<file path="config.mk">
export PLATFORM = sky130hd
export DESIGN_NAME = fetch_pc_gen_flat
export DESIGN_NICKNAME = d
export VERILOG_FILES = /design/src/rtl/fetch_pkg.sv /design/src/rtl/fetch_pc_gen_if.sv /design/src/rtl/fetch_skid_reg.sv /design/src/rtl/fetch_pc_gen.sv /design/src/flat_wrapper.sv
export SDC_FILE = /design/constraint.sdc
export NUM_CORES = 1
export LEC_CHECK = 0
export ABC_AREA = 1
export CELL_PAD_IN_SITES_DETAIL_PLACEMENT = 1
export CELL_PAD_IN_SITES_GLOBAL_PLACEMENT = 1
export CORE_ASPECT_RATIO = 0.8
export CORE_MARGIN = 1
export CORE_UTILIZATION = 33
export DETAILED_ROUTE_END_ITERATION = 8
export PLACE_DENSITY_LB_ADDON = 0.1
export SETUP_SLACK_MARGIN = 0.15
export SLEW_MARGIN = 20
export SYNTH_ARGS = -nofsm -noshare
export SYNTH_HDL_FRONTEND = slang
export SYNTH_HIERARCHICAL = 1
export SYNTH_SLANG_ARGS = --single-unit
</file>
<file path="constraint.sdc">
create_clock -name clock -period 2.5 [get_ports clock]
set_clock_uncertainty 0.05 [all_clocks]
set_input_delay 0.5 -clock clock [delete_from_list [all_inputs] [get_ports clock]]
set_output_delay 0.5 -clock clock [all_outputs]
set_load 0.005 [all_outputs]
</file>
<file path="src/rtl/fetch_pkg.sv">
// Shared types for the fetch PC generator: FSM states, delivered-instruction record,
// and the sequential-PC helper.
package fetch_pkg;

  typedef enum logic [1:0] {BOOT, RUN, WAIT} fetch_state_t;

  localparam int unsigned INSTR_BYTES = 4;

  typedef struct packed {
    logic [31:0] pc;
    logic [31:0] instr;
  } fetch_inst_t;

  // Wraps modulo 2^32 by construction; no overflow indication is wanted.
  function automatic logic [31:0] next_seq_pc(input logic [31:0] pc);
    return pc + 32'(INSTR_BYTES);
  endfunction

endpackage

</file>
<file path="src/rtl/fetch_pc_gen_if.sv">
// Branch-resolution, IMEM and decode-side signals of the fetch stage.
// master = fetch stage, slave = surrounding pipeline/memory.
interface fetch_pc_gen_if;

  logic        io_brValid;
  logic        io_brTaken;
  logic [31:0] io_brTarget;
  logic        io_brMisaligned;
  logic        io_fetchReq;
  logic [31:0] io_fetchAddr;
  logic        io_fetchReady;
  logic        io_fetchRespValid;
  logic [31:0] io_fetchRespInstr;
  logic        io_instValid;
  logic [31:0] io_instPc;
  logic [31:0] io_instWord;
  logic        io_deqReady;
  logic        io_flush;
  logic        io_trap;
  logic [31:0] io_trapPc;

  modport master (
    input  io_brValid, io_brTaken, io_brTarget, io_brMisaligned,
    output io_fetchReq, io_fetchAddr,
    input  io_fetchReady, io_fetchRespValid, io_fetchRespInstr,
    output io_instValid, io_instPc, io_instWord,
    input  io_deqReady,
    output io_flush, io_trap, io_trapPc
  );

  modport slave (
    output io_brValid, io_brTaken, io_brTarget, io_brMisaligned,
    input  io_fetchReq, io_fetchAddr,
    output io_fetchReady, io_fetchRespValid, io_fetchRespInstr,
    input  io_instValid, io_instPc, io_instWord,
    output io_deqReady,
    input  io_flush, io_trap, io_trapPc
  );

endinterface

</file>
<file path="src/rtl/fetch_skid_reg.sv">
// One-entry valid/ready holding register between IMEM response and decode.
// A flush discards the held entry.
module fetch_skid_reg
  import fetch_pkg::*;
(
  input  logic        clock,
  input  logic        reset,
  input  logic        flush,
  input  logic        in_valid,
  input  fetch_inst_t in_data,
  output logic        out_valid,
  output fetch_inst_t out_data,
  input  logic        out_ready
);

  logic        valid_q;
  fetch_inst_t data_q;

  // The producer only writes when the entry is empty or draining, so a load never clobbers.
  always_ff @(posedge clock or negedge reset) begin
    if (!reset) begin
      valid_q <= 1'b0;
      data_q  <= '0;
    end else if (flush) begin
      valid_q <= 1'b0;
    end else if (in_valid) begin
      valid_q <= 1'b1;
      data_q  <= in_data;
    end else if (out_ready) begin
      valid_q <= 1'b0;
    end
  end

  assign out_valid = valid_q;
  assign out_data  = valid_q ? data_q : '0;

endmodule

</file>
<file path="src/rtl/fetch_pc_gen.sv">
// Fetch PC generator: one-outstanding IMEM fetch, redirect/trap squash, delivery to decode.
// Define FETCH_SKID_EN to register delivered instructions in a 1-entry skid register.
module fetch_pc_gen
  import fetch_pkg::*;
#(
  parameter logic [31:0] RESET_VEC = 32'h0000_0000,
  parameter logic [31:0] TRAP_VEC  = 32'h0000_0100
) (
  input  logic          clock,
  input  logic          reset,
  fetch_pc_gen_if.master bus
);

  fetch_state_t state_q, state_d;
  logic [31:0]  pc_q, pc_d;
  logic [31:0]  req_pc_q, req_pc_d;
  logic         stale_q, stale_d;
  logic         flush_q, trap_q;
  logic [31:0]  trap_pc_q;

  logic take_trap, take_redirect, redir_any;
  logic can_issue, fetch_req, resp_deliver;

  assign take_trap     = bus.io_brValid & bus.io_brMisaligned;
  assign take_redirect = bus.io_brValid & bus.io_brTaken & ~bus.io_brMisaligned;
  assign redir_any     = take_trap | take_redirect;

  // Next-state logic; a redirect/trap overrides whatever sequential PC the FSM chose.
  always_comb begin
    state_d      = state_q;
    pc_d         = pc_q;
    req_pc_d     = req_pc_q;
    stale_d      = stale_q;
    fetch_req    = 1'b0;
    resp_deliver = 1'b0;
    case (state_q)
      BOOT: state_d = RUN;
      RUN: begin
        fetch_req = can_issue;
        if (fetch_req && bus.io_fetchReady) begin
          state_d  = WAIT;
          req_pc_d = pc_q;
          stale_d  = redir_any;
        end
      end
      WAIT: begin
        if (bus.io_fetchRespValid) begin
          state_d      = RUN;
          stale_d      = 1'b0;
          resp_deliver = ~stale_q & ~redir_any;
          if (resp_deliver) pc_d = next_seq_pc(req_pc_q);
        end else if (redir_any) begin
          stale_d = 1'b1;
        end
      end
      default: state_d = BOOT;
    endcase
    if (take_trap)          pc_d = TRAP_VEC;
    else if (take_redirect) pc_d = bus.io_brTarget;
  end

  always_ff @(posedge clock or negedge reset) begin
    if (!reset) begin
      state_q   <= BOOT;
      pc_q      <= RESET_VEC;
      req_pc_q  <= '0;
      stale_q   <= 1'b0;
      flush_q   <= 1'b0;
      trap_q    <= 1'b0;
      trap_pc_q <= '0;
    end else begin
      state_q  <= state_d;
      pc_q     <= pc_d;
      req_pc_q <= req_pc_d;
      stale_q  <= stale_d;
      flush_q  <= redir_any;
      trap_q   <= take_trap;
      if (take_trap) trap_pc_q <= bus.io_brTarget;
    end
  end

  assign bus.io_fetchReq  = fetch_req;
  assign bus.io_fetchAddr = fetch_req ? pc_q : '0;
  assign bus.io_flush     = flush_q;
  assign bus.io_trap      = trap_q;
  assign bus.io_trapPc    = trap_pc_q;

`ifdef FETCH_SKID_EN
  fetch_inst_t skid_in, skid_out;
  logic        skid_valid;

  assign skid_in   = '{pc: req_pc_q, instr: bus.io_fetchRespInstr};
  assign can_issue = ~skid_valid | bus.io_deqReady;

  fetch_skid_reg u_skid (
    .clock     (clock),
    .reset     (reset),
    .flush     (redir_any),
    .in_valid  (resp_deliver),
    .in_data   (skid_in),
    .out_valid (skid_valid),
    .out_data  (skid_out),
    .out_ready (bus.io_deqReady)
  );

  assign bus.io_instValid = skid_valid;
  assign bus.io_instPc    = skid_out.pc;
  assign bus.io_instWord  = skid_out.instr;
`else
  // Pass-through delivery relies on decode holding io_deqReady from request to response.
  assign can_issue        = bus.io_deqReady;
  assign bus.io_instValid = resp_deliver;
  assign bus.io_instPc    = resp_deliver ? req_pc_q : '0;
  assign bus.io_instWord  = resp_deliver ? bus.io_fetchRespInstr : '0;
`endif

endmodule

</file>
<file path="src/flat_wrapper.sv">
// flat-port wrapper written by rule: the top's interface ports become plain ports
module fetch_pc_gen_flat import fetch_pkg::*;
#(
  parameter logic [31:0] RESET_VEC = 32'h0000_0000,
  parameter logic [31:0] TRAP_VEC  = 32'h0000_0100
)
  (clock, reset, bus_io_brValid, bus_io_brTaken, bus_io_brTarget, bus_io_brMisaligned, bus_io_fetchReq, bus_io_fetchAddr, bus_io_fetchReady, bus_io_fetchRespValid, bus_io_fetchRespInstr, bus_io_instValid, bus_io_instPc, bus_io_instWord, bus_io_deqReady, bus_io_flush, bus_io_trap, bus_io_trapPc);
  fetch_pc_gen_if bus_i ();
  input  logic clock;
  input  logic reset;
  input wire logic [$bits(bus_i.io_brValid)-1:0] bus_io_brValid;
  input wire logic [$bits(bus_i.io_brTaken)-1:0] bus_io_brTaken;
  input wire logic [$bits(bus_i.io_brTarget)-1:0] bus_io_brTarget;
  input wire logic [$bits(bus_i.io_brMisaligned)-1:0] bus_io_brMisaligned;
  output wire logic [$bits(bus_i.io_fetchReq)-1:0] bus_io_fetchReq;
  output wire logic [$bits(bus_i.io_fetchAddr)-1:0] bus_io_fetchAddr;
  input wire logic [$bits(bus_i.io_fetchReady)-1:0] bus_io_fetchReady;
  input wire logic [$bits(bus_i.io_fetchRespValid)-1:0] bus_io_fetchRespValid;
  input wire logic [$bits(bus_i.io_fetchRespInstr)-1:0] bus_io_fetchRespInstr;
  output wire logic [$bits(bus_i.io_instValid)-1:0] bus_io_instValid;
  output wire logic [$bits(bus_i.io_instPc)-1:0] bus_io_instPc;
  output wire logic [$bits(bus_i.io_instWord)-1:0] bus_io_instWord;
  input wire logic [$bits(bus_i.io_deqReady)-1:0] bus_io_deqReady;
  output wire logic [$bits(bus_i.io_flush)-1:0] bus_io_flush;
  output wire logic [$bits(bus_i.io_trap)-1:0] bus_io_trap;
  output wire logic [$bits(bus_i.io_trapPc)-1:0] bus_io_trapPc;
  assign bus_i.io_brValid = bus_io_brValid;
  assign bus_i.io_brTaken = bus_io_brTaken;
  assign bus_i.io_brTarget = bus_io_brTarget;
  assign bus_i.io_brMisaligned = bus_io_brMisaligned;
  assign bus_io_fetchReq = bus_i.io_fetchReq;
  assign bus_io_fetchAddr = bus_i.io_fetchAddr;
  assign bus_i.io_fetchReady = bus_io_fetchReady;
  assign bus_i.io_fetchRespValid = bus_io_fetchRespValid;
  assign bus_i.io_fetchRespInstr = bus_io_fetchRespInstr;
  assign bus_io_instValid = bus_i.io_instValid;
  assign bus_io_instPc = bus_i.io_instPc;
  assign bus_io_instWord = bus_i.io_instWord;
  assign bus_i.io_deqReady = bus_io_deqReady;
  assign bus_io_flush = bus_i.io_flush;
  assign bus_io_trap = bus_i.io_trap;
  assign bus_io_trapPc = bus_i.io_trapPc;
  fetch_pc_gen #(.RESET_VEC(RESET_VEC), .TRAP_VEC(TRAP_VEC)) u_core (.clock(clock), .reset(reset), .bus(bus_i));
endmodule
</file>
### After elaboration in Yosys (flattened, before gate mapping)

Cells that the tools add are included.

| storage, ports and cells | value |
|---|---|
| register bits | 101 |
| output and inout bits | 132 |
| word-level logic and storage cells | 49 |

| cells by class | value |
|---|---|
| add/subtract/negate cells | 1 |
| equal/unequal tests | 5 |
| mux-type cells | 18 |
| bitwise logic cells | 8 |
| reduce and logical (&&, ||, !) cells | 10 |

Operator list:

| kind | number |
|---|---|
| $mux W32 | 8 |
| $add A32 B3 Y32 const B | 1 |
| $reduce_bool A3 Y1 | 3 |
| $mux W1 | 6 |
| $pmux W2 S3 | 1 |
| $reduce_and A3 Y1 | 2 |
| $and A1 B1 Y1 | 4 |
| $mux W2 | 2 |
| $reduce_and A2 Y1 | 2 |
| $ne A3 B2 Y1 const B | 1 |
| $not A1 Y1 | 3 |
| $eq A2 B1 Y1 const B | 1 |
| $eq A2 B2 Y1 const B | 1 |
| $logic_not A2 Y1 | 1 |
| $ne A2 B1 Y1 const B | 1 |
| $ne A2 B2 Y1 const B | 1 |
| $pmux W1 S2 | 1 |
| $reduce_bool A2 Y1 | 1 |
| $logic_and A1 B1 Y1 | 1 |
| $or A1 B1 Y1 | 1 |

### Logic depth before layout (Yosys ltp)

Gate-level depths: netlist of the first run.

| logic depth | value |
|---|---|
| depth after elaboration | 10 |
| gate-level depth with buffers | 10 |

### Least setup slack after synthesis of the first run

No wires, ideal clock.

| timing | value |
|---|---|
| kind | input port to output port |
| from | input bus_io_brValid |
| to | output bus_io_instPc[10] |
| arrival time | 1.329 ns |
| path slack | 0.621 ns |
| stages on the path | 8 |
| buffers on the path | 1 |
| path through | nand2_2 > inv_2 > nor2_4 > inv_2 > nor2_2 > inv_2 > buf_2 > nor2_1 |

| on the way | value |
|---|---|
| elaborated cells on any way between the ends | 9 |
| those cells by class | 3 x mux; 6 x bitwise |

RTL lines:

| item | RTL line | RTL |
|---|---|---|
| start: declaration | flat_wrapper.sv:11 | `input wire logic [$bits(bus_i.io_brValid)-1:0] bus_io_brValid;` |
| $and A1 B1 Y1 | fetch_pc_gen.sv:24 | `assign take_trap = bus.io_brValid & bus.io_brMisaligned;` |
| net u_core.take_trap | fetch_pc_gen.sv:21 | `logic take_trap, take_redirect, redir_any;` |
| $or A1 B1 Y1 | fetch_pc_gen.sv:26 | `assign redir_any = take_trap \| take_redirect;` |
| net u_core.redir_any | fetch_pc_gen.sv:21 |  |
| $not A1 Y1 | fetch_pc_gen.sv:50 | `resp_deliver = ~stale_q & ~redir_any;` |
| $and A1 B1 Y1 | fetch_pc_gen.sv:50 |  |
| $mux W1 | fetch_pc_gen.sv:47 | `if (bus.io_fetchRespValid) begin` |
| $mux W1 | fetch_pc_gen.sv:36 | `case (state_q)` |
| net bus_io_instValid | flat_wrapper.sv:20 | `output wire logic [$bits(bus_i.io_instValid)-1:0] bus_io_instValid;` |
| $mux W32 | fetch_pc_gen.sv:113 | `assign bus.io_instPc = resp_deliver ? req_pc_q : '0;` |
| end: declaration | flat_wrapper.sv:21 | `output wire logic [$bits(bus_i.io_instPc)-1:0] bus_io_instPc;` |

The timed path passes the listed nets, and every way through them passes these cells.

### Worst setup path in the final report of the first run

| timing | value |
|---|---|
| from | input bus_io_brTaken |
| to | output bus_io_instWord[31] |

| on the way | value |
|---|---|
| word-level cells in the longest chain between the ends | 8 |

RTL lines:

| item | RTL line | RTL |
|---|---|---|
| start: declaration | flat_wrapper.sv:12 | `input wire logic [$bits(bus_i.io_brTaken)-1:0] bus_io_brTaken;` |
| $and A1 B1 Y1 (2 in a row) | fetch_pc_gen.sv:25 | `assign take_redirect = bus.io_brValid & bus.io_brTaken & ~bus.io_brMisaligned;` |
| $or A1 B1 Y1 | fetch_pc_gen.sv:26 |  |
| net u_core.redir_any | fetch_pc_gen.sv:21 |  |
| $not A1 Y1 | fetch_pc_gen.sv:50 |  |
| $and A1 B1 Y1 | fetch_pc_gen.sv:50 |  |
| $mux W1 | fetch_pc_gen.sv:47 |  |
| $mux W1 | fetch_pc_gen.sv:36 |  |
| $mux W32 | fetch_pc_gen.sv:114 | `assign bus.io_instWord = resp_deliver ? bus.io_fetchRespInstr : '0;` |
| end: declaration | flat_wrapper.sv:22 | `output wire logic [$bits(bus_i.io_instWord)-1:0] bus_io_instWord;` |

The timed path passes the listed nets, and every way through them passes these cells.

==> impl_metrics.csv, run 1 <==
group,metric,value,unit
timing,post-route-period-util,1.00,
timing,period_needed,2.51,ns
setup_path,critPathMaxStageDelay,0.26,ns
synthesis,synth.largest_area_cell,"dfrtp_1",
route,route.detailed.drc,0,
synthesis,synth_edf_count,0,
synthesis,synthDistinctLibCells,23,
timing,max_freq,0.398,GHz
clocking,clock_sinks,101,
setup_path,cp_num_buf_inv,7,
grt,grt_max_degree,67,
setup_path,crit_family,"buffers and inverters",
route,routed_wl,21.6,mm
clocking,cts-root-buf,"clkbuf_16",
route,vias_per_cell,4.72,
route,drtPass1Iterations,4,
floorplanning,core,16600,µm²
grt,grt_pass1_wl,34.2,mm
floorplanning,start_util,0.337,
setup_path,worst-path-stages,11,
route,num_vias,5993,
run_status,violations,"setup timing",
route,wire_per_inst,17.0,µm
synthesis,avgSynthCellArea,6.90,µm²
synthesis,synth_seq_cells,101,
grt,antenna_found_initial,0,
synthesis,async_flop_share,1.00,
finish,fillers,2069,
timing,setup_viol,1,
min_path,hp-class,"in -> async",
clocking,cts_hold_buffers,0,
finish,nets,1118,
setup_path,reg2reg_slack,0.66,ns
finish,area_growth,59.5,%
synthesis,syn_nets,881,
power_and_ir_drop,leakage,4.32,nW
timing,whs,0.0339,ns
run_status,status,"finished, violations left",
setup_path,cp_slowest_cell,"dlygate4sd2_1",
timing,final_hold_viol_count,0,
floorplanning,placementRows,42,
timing,fin_ws,-0.00987,ns
placement,hpwl,14.1,mm
placement,dpl_cell_area,7960,µm²
synthesis,synth.most_common_cell,"nand2_1",
synthesis,yosysWarnings,6,
floorplanning,die_h,118,µm
synthesis,synthCells,808,
finish,postLayoutCellArea,8890,µm²
power_and_ir_drop,powerDensity,695,nW/µm²
finish,layout.area.seq,2530,µm²
setup_path,arrival,1.96,ns
floorplanning,fp.dieW,147,µm
timing,relSlewSlack,0.615,
synthesis,synthTopCellsByArea,"dfrtp_1, nand2_1, inv_1",
floorplanning,dieArea,17400,µm²
floorplanning,ios,204,
finish,n_antenna_cell,0,
clocking,cts-buffers-inserted,9,
placement,gp_congestion,0.836,
clocking,htreeDepth,3,
finish,multi_input_area,2820,µm²
setup_path,critPathKind,"in -> out",
clocking,clk_pin_slew,0.07,ns
timing,worst_pin_slew,0.577,ns
synthesis,ys.flop_type,"dfrtp_1",
synthesis,synth_common_cells,"nand2_1, inv_1, nor2_1",
synthesis,seq_area_frac_synth,0.453,
setup_path,start_kind,"primary input",
setup_path,crit_chain,"dlygate4sd2_1 > nand2_2 > inv_2 > nor2_4 > inv_2 > nor2_4 > clkinv_8 > buf_12 > buf_16 > nor2_2 > buf_2",
synthesis,syn_area,5580,µm²
setup_path,cp_max_fo,8,
timing,rsz0062_at_grt,"true",
grt,grtUsageTotal,0.252,
setup_path,worst_r2r_path_depth,9,
setup_path,cp_data_required_time,1.95,ns
finish,drive_gt1_frac,0.223,
placement,portBuffers,203,
clocking,clock_latency,0.36,ns
power_and_ir_drop,ir_worst_vdd,0.000384,V
route,detail-route-antenna-nets,0,
setup_path,end_kind,"primary output",
clocking,cts_tree,"built",
synthesis,synth_top_area_share,0.453,
clocking,clock_path_buffers,2,
grt,grt_overflow,0,
flow_run,maxCapViolations,0,
timing,slew_violations,0,
grt,grt_pass1_vias,6453,
route,drt_iter0_markers,252,
cells by family after synthesis:
| logic type | after synthesis | synth area share |
|---|---|---|
| compound gates | 124 | 0.113 |
| xor+xnor | 4 | 0.00628 |
| simple gates | 401 | 0.295 |
| mux | 2 | 0.00359 |
| fa+ha+maj | 1 | 0.00224 |
| buf+inv | 175 | 0.126 |
| flops | 101 | 0.453 |
per-stage QoR:
stage / setup slack [ns] / util / TNS, ns / power [mW] / cells
global route: -0.0568 / 0.537 / -0.540 / 6.59 / 1269
global placement: -0.310 / 0.481 / -17.43 / 4.42 / 1220
detailed placement: -0.362 / 0.481 / -20.29 / 4.48 / 1220
CTS: 0.0236 / 0.512 / 0 / 6.03 / 1261
floorplan: 0.621 / - / 0 / 3.48 / 808
finish: -0.00987 / 0.537 / -0.00987 / 6.18 / 1269
path summary, 6_finish.rpt:
kind	from	to
worst min register to register	u_core/pc_q[27]	u_core/pc_q[27]
worst min-delay path	reset	u_core/bus.io_trapPc[12]
min in group clock	u_core/pc_q[27]	u_core/pc_q[27]
worst max-delay path	bus_io_brTaken	bus_io_instWord[31]
max in group asynchronous	reset	u_core/bus.io_trapPc[20]
worst max register to register	u_core/state_q[0]	u_core/pc_q[19]
power breakdown:
group / internal [mW] / switching, mW / total (mW)
clock network: 0.772 / 0.682 / 1.45
logic: 0.888 / 1.31 / 2.20
registers: 2.11 / 0.419 / 2.53
cell type report:
cell class / count / share of cell area
clock buffer: 9 / 0.0253
clock inverter: 6 / 0.00718
inverter: 141 / 0.0609
multi-input combinational: 532 / 0.317
sequential: 101 / 0.284
tap: 220 / 0.0310
timing repair buffer: 259 / 0.273
timing repair inverter: 1 / 0.00183
state kept, by name (all words and copies together) (netlist names):
register	flops
u_core/bus.io_trap	1
u_core/stale_q	1
u_core/req_pc_q	32
u_core/bus.io_flush	1
u_core/bus.io_trapPc	32
u_core/state_q	2
u_core/pc_q	32
cells in the final DEF (no fill, tap or decap), drive strengths merged:
master / netlist / routed
clkinvlp: 0 / 2
dlygate4sd2: 0 / 36
a22oi: 1 / 1
nand3: 37 / 37
clkinv: 0 / 3
bufinv: 0 / 1
mux2i: 2 / 2
and2: 2 / 2
clkbuf: 12 / 11
xor2: 4 / 4
clkdlybuf4s15: 0 / 1
buf: 22 / 120
o22ai: 7 / 7
ha: 1 / 1
nor2: 140 / 140
o21ai: 89 / 89
a21oi: 27 / 27
clkdlybuf4s50: 0 / 100
nand2: 222 / 222
inv: 141 / 142
dfrtp: 101 / 101
metal layers:
metal | up-vias | global-route usage | part of all wire
met1 | 2889 | 0.340 | 0.46
met2 | 169 | 0.410 | 0.47
met3 | 18 | 0.0571 | 0.057
met5 | - | 0 | 0
met4 | 0 | 0.0573 | 0.012
li1 | 2917 | - | -
what timing repair did:
action	in CTS	in global routing
resized for setup	324	122
setup endpoints to repair	97	65
gates cloned	10	0
pin swaps	8	6
hold endpoints to repair	0	0
buffers inserted	16	8
No activity file was read; power rests on OpenSTA's default activity.
==> run 2: changes to the inputs <==
--- a/config.mk
+++ b/config.mk
@@ -14,6 +14,7 @@
 export DETAILED_ROUTE_END_ITERATION = 8
 export PLACE_DENSITY_LB_ADDON = 0.1
 export SETUP_SLACK_MARGIN = 0.15
+export SKIP_CTS_REPAIR_TIMING = 1
 export SLEW_MARGIN = 20
 export SYNTH_ARGS = -nofsm -noshare
 export SYNTH_HDL_FRONTEND = slang
==> run 2 against run 1 <==
The run still ends with setup timing left. Maximum frequency shrank 0.26%. Clock-buffer cell count stayed put. Via count up 1.0%. Worst hold slack lost 0.0012 ns. Largest cell class unchanged. Highest routed layer unchanged.
==> impl_metrics.csv, run 2 (synthesis gave the netlist of run 1 again) <==
group,metric,value,unit
grt,antenna_found_initial,0,
power_and_ir_drop,ir_worst_vdd,0.000386,V
finish,layout_commonest_cell,"nand2_1",
finish,fin_util,0.543,
finish,n_antenna_cell,0,
clocking,cts-buffers-inserted,9,
clocking,clock_sinks,101,
timing,final_hold_viol_count,0,
clocking,cts-root-buf,"clkbuf_16",
setup_path,crit_family,"buffers and inverters",
setup_path,arrival,1.97,ns
floorplanning,placementRows,42,
timing,relSlewSlack,0.613,
setup_path,cp_data_required_time,1.95,ns
clocking,clk_pin_slew,0.07,ns
setup_path,worst_r2r_path_depth,10,
setup_path,crit_chain,"dlymetal6s2s_1 > nand2_1 > inv_2 > nor2_4 > inv_2 > nor2_4 > clkinv_4 > buf_12 > buf_12 > buf_6 > nor2_1 > buf_2",
route,num_vias,6053,
clocking,clock_path_buffers,2,
setup_path,cp_max_fo,7,
floorplanning,core,16600,µm²
setup_path,critPathMaxStageDelay,0.17,ns
power_and_ir_drop,powerDensity,684,nW/µm²
timing,rsz0062_at_grt,"true",
setup_path,r2r_end,"u_core/pc_q[24]",
finish,area_growth,61.4,%
placement,portBuffers,203,
route,detail-route-antenna-nets,0,
setup_path,critPathKind,"in -> out",
setup_path,endpoint,"bus_io_instWord[12]",
grt,grt_overflow,0,
grt,grtUsageTotal,0.224,
floorplanning,die_h,118,µm
floorplanning,start_util,0.337,
setup_path,cp_slowest_cell,"buf_12",
setup_path,r2r_start,"u_core/req_pc_q[3]",
grt,grt_pass1_wl,30.8,mm
clocking,cts_tree,"built",
finish,multi_input_area,2750,µm²
placement,dpl.cell_count,1220,
floorplanning,dieArea,17400,µm²
route,route.detailed.drc,0,
floorplanning,ios,204,
floorplanning,fp.dieW,147,µm
setup_path,worst-path-stages,12,
route,wire_per_inst,17.2,µm
clocking,clock_latency,0.37,ns
finish,instances_no_fill,1271,
finish,postLayoutCellArea,9000,µm²
timing,period_needed,2.52,ns
timing,setup_viol,3,
timing,max_freq,0.397,GHz
setup_path,reg2reg_slack,0.66,ns
min_path,hp-class,"in -> async",
setup_path,end_kind,"primary output",
finish,drive_gt1_frac,0.207,
route,drtPass1Iterations,4,
route,routed_wl,21.9,mm
power_and_ir_drop,leakage,4.88,nW
timing,fin_ws,-0.0165,ns
finish,fillers,2041,
placement,dpl_cell_area,7960,µm²
route,drt_iter0_markers,298,
grt,grt_pass1_vias,6090,
timing,post-route-period-util,1.01,
setup_path,startpoint,"bus_io_brValid",
grt,grt_max_degree,67,
setup_path,cp_num_buf_inv,8,
placement,gp_congestion,0.836,
route,vias_per_cell,4.76,
finish,nets,1120,
flow_run,maxCapViolations,0,
run_status,status,"finished, violations left",
run_status,violations,"setup timing",
placement,hpwl,14.1,mm
timing,slew_violations,0,
finish,most-common-layout-cells,"nand2_1, inv_1, clkdlybuf4s50_1, dfrtp_1, o21ai_0",
timing,worst_pin_slew,0.581,ns
setup_path,start_kind,"primary input",
finish,layout.area.seq,2530,µm²
clocking,htreeDepth,3,
run 2: layout make-up:
| class | instances | share of cell area |
|---|---|---|
| clock inverters | 6 | 0.00709 |
| multi-input cells | 532 | 0.305 |
| well taps | 220 | 0.0306 |
| flip-flops and latches | 101 | 0.281 |
| repair buffers | 262 | 0.292 |
| inverters | 141 | 0.0594 |
| clock buffers | 9 | 0.0250 |
run 2: power breakdown:
group	switching (mW)	leakage [nW]	internal, mW
clock network	0.685	0.138	0.772
logic	1.28	3.43	0.897
registers	0.416	1.31	2.11
total	2.38	4.88	3.78
run 2: worst register-to-register path, cell delays in order, from the launching register on:
cell,delay (ns)
dfrtp_1,0.42
ha_1,0.25
nand2_1,0.11
nor2_4,0.18
nand2_1,0.09
nor2_1,0.25
nand2_1,0.09
nand2_1,0.07
nand3_1,0.09
nand2_1,0.09
nand2_1,0.05
run 2: how the worst min path moves through the flow:
stage                                          end  depth (start not counted)
after detailed placement           u_core/pc_q[27]                          2
after CTS                 u_core/bus.io_trapPc[12]                          1
after global routing      u_core/bus.io_trapPc[12]                          1
after global placement             u_core/pc_q[30]                          2
final                     u_core/bus.io_trapPc[12]                          1
after floorplan                u_core/bus.io_flush                          0
run 2: metal layers:
metal  vias up  GRT usage  share of wire
met2       184      0.361           0.48
met4         0     0.0496          0.011
li1       2924          -              -
met5         -          0              0
met3        19     0.0571          0.063
met1      2926      0.300           0.45
run 2: stage by stage:
step           setup TNS (ns)  total power, mW  setup slack (ns)  hold slack [ns]
6_report              -0.0315             6.16           -0.0165           0.0327
5_1_grt                -0.912             6.57           -0.0827           0.0554
4_1_cts                -20.93             5.97            -0.365           0.0445
3_5_place_dp           -20.29             4.48            -0.362            0.416
3_3_place_gp           -17.43             4.42            -0.310            0.414
2_1_floorplan               0             3.48             0.621            0.154
